### src/rtl/ifid_buffer.sv
// Fetch/decode buffer: a small circular FIFO of {word address, instruction} with a
// valid/ready head, pre-split instruction fields and branch/jump classification.
module ifid_buffer #(
    parameter int DEPTH  = 2,
    parameter int ADDR_W = 30,
    parameter int CNT_W  = $clog2(DEPTH) + 1
) (
    input  logic              clk,
    input  logic              reset_n,
    input  logic              in_valid,
    output logic              in_ready,
    input  logic [ADDR_W-1:0] in_addr,
    input  logic [31:0]       in_instr,
    input  logic              flush,
    output logic              out_valid,
    input  logic              out_ready,
    output logic [ADDR_W-1:0] out_addr,
    output logic [31:0]       out_instr,
    output logic [5:0]        out_opcode,
    output logic [4:0]        out_rs,
    output logic [4:0]        out_rt,
    output logic [4:0]        out_rd,
    output logic [4:0]        out_shamt,
    output logic [5:0]        out_funct,
    output logic [15:0]       out_imm16,
    output logic [31:0]       out_imm_sext,
    output logic [25:0]       out_target,
    output logic              out_is_branch,
    output logic              out_is_jump,
    output logic [CNT_W-1:0]  count
);

    localparam int PTR_W = $clog2(DEPTH);

    localparam logic [5:0] OP_SPECIAL = 6'b000000;
    localparam logic [5:0] OP_J       = 6'b000010;
    localparam logic [5:0] OP_JAL     = 6'b000011;
    localparam logic [5:0] OP_BEQ     = 6'b000100;
    localparam logic [5:0] OP_BNE     = 6'b000101;
    localparam logic [5:0] FN_JR      = 6'b001000;

    logic [ADDR_W-1:0] addr_q  [DEPTH];
    logic [31:0]       instr_q [DEPTH];
    logic [PTR_W-1:0]  wr_ptr_q, wr_ptr_d;
    logic [PTR_W-1:0]  rd_ptr_q, rd_ptr_d;
    logic [CNT_W-1:0]  count_q,  count_d;
    logic              push, pop;

    // Handshake flags come only from registered count, so in_ready never sees out_ready.
    assign in_ready  = (count_q != CNT_W'(DEPTH));
    assign out_valid = (count_q != '0);
    assign count     = count_q;

    assign push = in_valid  & in_ready  & ~flush;
    assign pop  = out_valid & out_ready & ~flush;

    always_comb begin
        // NOTE: every always_comb output gets a default first so no path can infer a latch.
        wr_ptr_d = wr_ptr_q;
        rd_ptr_d = rd_ptr_q;
        count_d  = count_q;
        if (flush) begin
            wr_ptr_d = '0;
            rd_ptr_d = '0;
            count_d  = '0;
        end else begin
            if (push) wr_ptr_d = wr_ptr_q + PTR_W'(1);
            if (pop)  rd_ptr_d = rd_ptr_q + PTR_W'(1);
            count_d = count_q + CNT_W'(push) - CNT_W'(pop);
        end
    end

    always_ff @(posedge clk or negedge reset_n) begin
        if (!reset_n) begin
            wr_ptr_q <= '0;
            rd_ptr_q <= '0;
            count_q  <= '0;
            // NOTE: storage is reset too, so the gated head decode starts from known zeros.
            for (int i = 0; i < DEPTH; i++) begin
                addr_q[i]  <= '0;
                instr_q[i] <= '0;
            end
        end else begin
            // NOTE: non-blocking assignments keep every register update using pre-edge values.
            wr_ptr_q <= wr_ptr_d;
            rd_ptr_q <= rd_ptr_d;
            count_q  <= count_d;
            if (push) begin
                addr_q[wr_ptr_q]  <= in_addr;
                instr_q[wr_ptr_q] <= in_instr;
            end
        end
    end

    // Head decode: zero everything while empty so decode never sees stale storage.
    logic [31:0] head_instr;
    assign head_instr = out_valid ? instr_q[rd_ptr_q] : 32'h0;
    assign out_addr   = out_valid ? addr_q[rd_ptr_q]  : '0;
    assign out_instr  = head_instr;

    assign out_opcode   = head_instr[31:26];
    assign out_rs       = head_instr[25:21];
    assign out_rt       = head_instr[20:16];
    assign out_rd       = head_instr[15:11];
    assign out_shamt    = head_instr[10:6];
    assign out_funct    = head_instr[5:0];
    assign out_imm16    = head_instr[15:0];
    assign out_imm_sext = {{16{head_instr[15]}}, head_instr[15:0]};
    assign out_target   = head_instr[25:0];

    assign out_is_branch = out_valid &
                           ((out_opcode == OP_BEQ) || (out_opcode == OP_BNE));
    assign out_is_jump   = out_valid &
                           ((out_opcode == OP_J) || (out_opcode == OP_JAL) ||
                            ((out_opcode == OP_SPECIAL) && (out_funct == FN_JR)));

endmodule
### config.mk
export PLATFORM = sky130hd
export DESIGN_NAME = ifid_buffer
export DESIGN_NICKNAME = d
export VERILOG_FILES = /design/src/rtl/ifid_buffer.sv
export SDC_FILE = /design/constraint.sdc
export NUM_CORES = 1
export LEC_CHECK = 0
export CAP_MARGIN = 20
export CORE_UTILIZATION = 40
export CTS_BUF_LIST = sky130_fd_sc_hd__clkbuf_2 sky130_fd_sc_hd__clkbuf_4 sky130_fd_sc_hd__clkbuf_8
export DETAILED_ROUTE_END_ITERATION = 6
export GPL_ROUTABILITY_DRIVEN = 0
export GPL_TIMING_DRIVEN = 1
export PLACE_DENSITY = 0.69
export SLEW_MARGIN = 20
export SYNTH_ARGS = -nofsm -noshare
export SYNTH_HDL_FRONTEND = slang
export SYNTH_SLANG_ARGS = --single-unit
### constraint.sdc
create_clock -name clk -period 4.85 [get_ports clk]
set_input_delay 0.97 -clock clk [delete_from_list [all_inputs] [get_ports clk]]
set_output_delay 0.97 -clock clk [all_outputs]
set_load 0.005 [all_outputs]
# Word level (Yosys, flattened, before mapping)
# Index checks and enable logic that the tools add are counted.
# totals
out_inout_bits,174
regBits,128
wordCells,57
# op_classes
n_lt_le_gt_ge,3
mux,19
bitwise_logic,9
eq_ne,6
n_addsub,4
reduce_logical,9
# op_table
op,n
$mux 32,5
$mux 30,5
$bwmux 64,1
$bwmux 60,1
$demux 32 s1,1
$demux 30 s1,1
$eq 6x2->1 const B,2
$eq 6x3->1 const B,2
$and 1x1->1,6
$eq 6x4->1 const B,1
$logic_not 6->1,1
$reduce_bool 2->1,3
$ge 2x2->1 const B,2
$mux 1,4
$not 1->2,2
$logic_or 1x1->1,3
$add 1x1->1 const B,2
$add 2x1->2,1
$logic_and 1x1->1,2
$lt 2x1->1 const B,1
$mux 2,1
$ne 2x2->1 const B,1
$sub 2x1->2,1
$not 1->1,1

# Longest topological paths before layout
# depth
ltp_word,9
depth_mapped,11
depth_no_buf,10

# Worst setup path after synthesis
# No wires, ideal clock.
# synth_path
kind,flip-flop to output port
from,register rd_ptr_q
to,output out_imm_sext[15]
t_arrival_ps,1864
path_buffers,3
t_required_ps,3880
path_slack_ps,2016
path_stages_with_launch,6
path_cell_list,dfrtp_1 > buf_2 > buf_2 > mux2i_1 > nor2_1 > buf_4
# synth_between
elab_chain_cells,5
# synth_rtl
element,line_no,source
"start, declared",45,"logic [PTR_W-1:0] rd_ptr_q, rd_ptr_d;"
"start signal, assigned",86,rd_ptr_q <= rd_ptr_d;
$not 1->2 (not written as such),97,assign head_instr = out_valid ? instr_q[rd_ptr_q] : 32'h0;
$mux 32 (not written as such) (3 in series),97,
$mux 32,97,
"end, declared",26,"output logic [31:0] out_imm_sext,"
# No other way between the ends. The select of a mux whose other input is x is not followed.

# Worst setup path after layout
# layout_path
from,register count_q[1] (netlist: count[1])
to,output out_is_jump
# layout_between
elab_chain_cells,6
# layout_rtl
element,line_no,source
"start, declared",46,"logic [CNT_W-1:0] count_q, count_d;"
"start signal, assigned",87,count_q <= count_d;
$reduce_bool 2->1 (*),51,assign out_valid = (count_q != '0);
$mux 32,97,
$eq 6x2->1 (tied with other cells),114,((out_opcode == OP_J) || (out_opcode == OP_JAL) ||
$logic_or 1x1->1 / $logic_and 1x1->1 (equally long branches),"114, 115",
$logic_or 1x1->1,114,
$and 1x1->1 (*),113,assign out_is_jump = out_valid &
"end, declared",29,"output logic out_is_jump,"
# Mark *: on every way between the ends. The rest lies on a longest branch, timed or not.

==> reports/qor.txt <==
pwr dens: 517.8 nW/µm²
fin crit share: 0.8002
Worst path max stage delay: 0.67 ns
WL final: 15.66 mm
CP startpoint: count[1]
sequential power share: 0.383
Setup Viol. Count Final: 0
Final Skew: 0.006102 ns
die height: 133.3 µm
most common cell after layout, fill and taps aside: clkdlybuf4s50_1
slowest CP cell: nor2_4
# IOs: 241
Worst-Margin Slew: 1.051 ns
crit path launch type: flop
vias per cell: 4.755
# DRC: 0
clk_lat worst skew: 0.43 ns
register area share after synthesis: 0.4644
H-tree levels: 4
# fillers: 1427
post-synthesis register bit count: 128
Hold Crit Class: reg2reg
setup bufs post-CTS: 0
FF-to-FF setup slack: 2.32 ns
Final Max Tran Viols: 0
Congestion Overflow GR: 0
Max Freq: 257.7 MHz
Total GRT Usage: 0.1816
worst-path maximum fanout: 34
TritonRoute pass-1 iters: 4
Distinct cells, synth: 26
Post-CTS Hold Buffers: 0
Crit. path cell count: 5
RR Startpoint: count[1]
Peak VDD IR: 259.2 µV
via count: 4289
# diodes: 0
site row count: 47
Synthesis Warnings: 0
cts repair resizes: 0
CP delay by family, top: simple AND/OR/NAND/NOR gates
Clock Pin Slew Worst Setup and Hold Paths: 0.07 ns
post-synthesis cell area: 6898 µm²
CTS tree: done
Initial Utilization: 0.4130
Max Cap Violations: 0
worst-path cell chain: nor2_4, nor2_1, nor4b_1, o21a_1, clkdlybuf4s50_1
Switching Share: 0.2949
outcome: finished clean
post-synthesis compound-gate area fraction: 0.003446
area grow syn2layout: 30.96%
RSZ-0062 raised after global routing: false
full die area: 17770 µm²
CP required: 3.88 ns
XOR/XNOR share of the synthesized area: 0.005079
commonest cells after routing, fill and taps aside: clkdlybuf4s50_1 (239), dfrtp_1 (127), nor2_1 (66)
Num CTS Buffers: 17
largest area contributor in the netlist: dfrtp_1
vias in the first global route: 4423
largest net degree at the start of global routing: 66
Hold Violations, Final: 0
drt wl/cell: 17.36 µm
sw power: 0.001379 W
FF-to-FF path depth: 10
Power Internal: 0.003299 W
setup TNS: 0 ns
Avg Synthesized Cell Area: 12.85 µm²
Rel. slew slack: 0.2990
number of DRC markers in iteration 0: 170
Longest Clk Path Bufs: 2
Worst EP arrival: 2.91 ns
largest family of logic cells by synthesized area: multiplexers
Nets: 738
Synth Instances: 537
first-pass GRT wire length: 24.67 mm
total power draw: 0.004678 W
CP endpoint kind: output pin
ANT nets after route: 0
core area: 16700 µm²
Period minus WS final: 3.881 ns
clock network power share: 0.185
IO buf count: 240
P_leak: 3.802 nW
synthesized net count: 606
adder-cell share of the synthesized area: 0.003628
Worst Path Class, Setup: reg2out
Worst setup endpoint: out_is_jump
Clk Tree Root Cell: clkbuf_8
Final HPWL DP: 10.72 mm
share of layout cells above drive strength 1: 0.2346
Synth area leaders: dfrtp_1 (46%), mux2_4 (13%), buf_4 (12%), mux2i_1 (9.0%), mux2_2 (9.0%)
initial antenna violation count: 0
combinational power share: 0.432
mux cell area share after synthesis: 0.3250
Die X: 133.3 µm
Synth top area share: 0.4644
CTS Sinks: 128
Worst R2R End: count[1]
Simple-Gate Fraction of Synth Area: 0.05260
WP buf/inv: 1
## worst reg2reg max path: cells and delay by family, from the launching register on
kind / cells / cell delay, ns
xor+xnor: 2 / 0.33
fa+ha+maj: 2 / 0.46
buf+inv: 2 / 0.22
flops: 1 / 0.45
simple gates: 4 / 0.95
## worst min-delay path by stage
stage	end	slack [ns]	depth (start not counted)	startpoint
final	instr_q[55]	0.49	1	instr_q[55]
after global routing	instr_q[40]	0.51	1	instr_q[40]
after CTS	instr_q[47]	0.49	1	instr_q[47]
after detailed placement	instr_q[55]	0.48	1	instr_q[55]
after global placement	instr_q[59]	0.47	1	instr_q[59]
after floorplan	addr_q[38]	0.46	1	addr_q[38]
## synthesized netlist by cell type
master / instances
o21a_1: 1
mux2_2: 55
buf_6: 12
nor4_1: 2
nor2_8: 1
a21oi_1: 1
ha_1: 2
nor2b_1: 1
nand2_1: 2
o21ai_0: 1
mux2_4: 60
dfrtp_1: 128
xor2_1: 3
inv_1: 2
nor4b_1: 2
xnor2_1: 1
mux2i_1: 62
nand3b_2: 1
buf_2: 9
mux2_1: 9
nor2_1: 68
buf_1: 4
nand4b_4: 1
a31oi_1: 1
buf_4: 107
nand2b_2: 1
## logic make-up (layout without fill, tap and decap cells)
kind of cell               Yosys count  in the layout
muxes                              186            186
DFF                                128            128
AOI/OAI and AO/OA                    4              4
adders and majority gates            2              2
buffers and inverters              134            279
and+or+nand+nor                     79             79
xor gates and xnor gates             4              4
## per-layer routing
| metal | track usage | up-vias | routed length [µm] |
|---|---|---|---|
| li1 | - | 1967 | - |
| met1 | 0.2216 | 2151 | 6713 |
| met2 | 0.3076 | 161 | 7786 |
| met3 | 0.06202 | 10 | 982 |
| met4 | 0.04356 | 0 | 174 |
| met5 | 0 | - | 0 |
## power groups by stage
stage,Clock (W),Sequential (W),Combinational [W]
2_1_floorplan,0,0.00170,0.00140
3_3_place_gp,0,0.00177,0.00201
3_5_place_dp,0,0.00180,0.00204
4_1_cts,0.000899,0.00179,0.00205
5_1_grt,0.000946,0.00185,0.00218
6_report,0.000866,0.00179,0.00202
## area by class of cell
type | count | area (µm²) | area share
flip-flops and latches | 128 | 3207 | 0.3550
multi-input cells | 275 | 2699 | 0.2988
repair buffers | 245 | 2475 | 0.2740
well taps | 220 | 275.3 | 0.03047
clock buffers | 19 | 249.0 | 0.02756
clock inverters | 13 | 121.4 | 0.01343
inverters | 2 | 7.507 | 0.0008310
## registers in the layout, indices dropped and copies added, names as in the netlist
| register | cells |
|---|---|
| instr_q | 64 |
| addr_q | 60 |
| count | 2 |
| rd_ptr_q | 1 |
| wr_ptr_q | 1 |
## through the flow
step / hold slack [ns] / instance area [µm²] / setup slack [ns] / instances / utilization
after global placement: 0.4661 / 8641 / 1.402 / 869 / 0.5174
after global routing: 0.5146 / 9034 / 0.7020 / 902 / 0.5409
after floorplan: 0.4574 / 6898 / 2.016 / 537 / -
final: 0.4893 / 9034 / 0.9689 / 902 / 0.5409
after detailed placement: 0.4755 / 8641 / 1.314 / 869 / 0.5174
after CTS: 0.4923 / 9011 / 0.8250 / 901 / 0.5396
(Power assumes the default switching activity.)
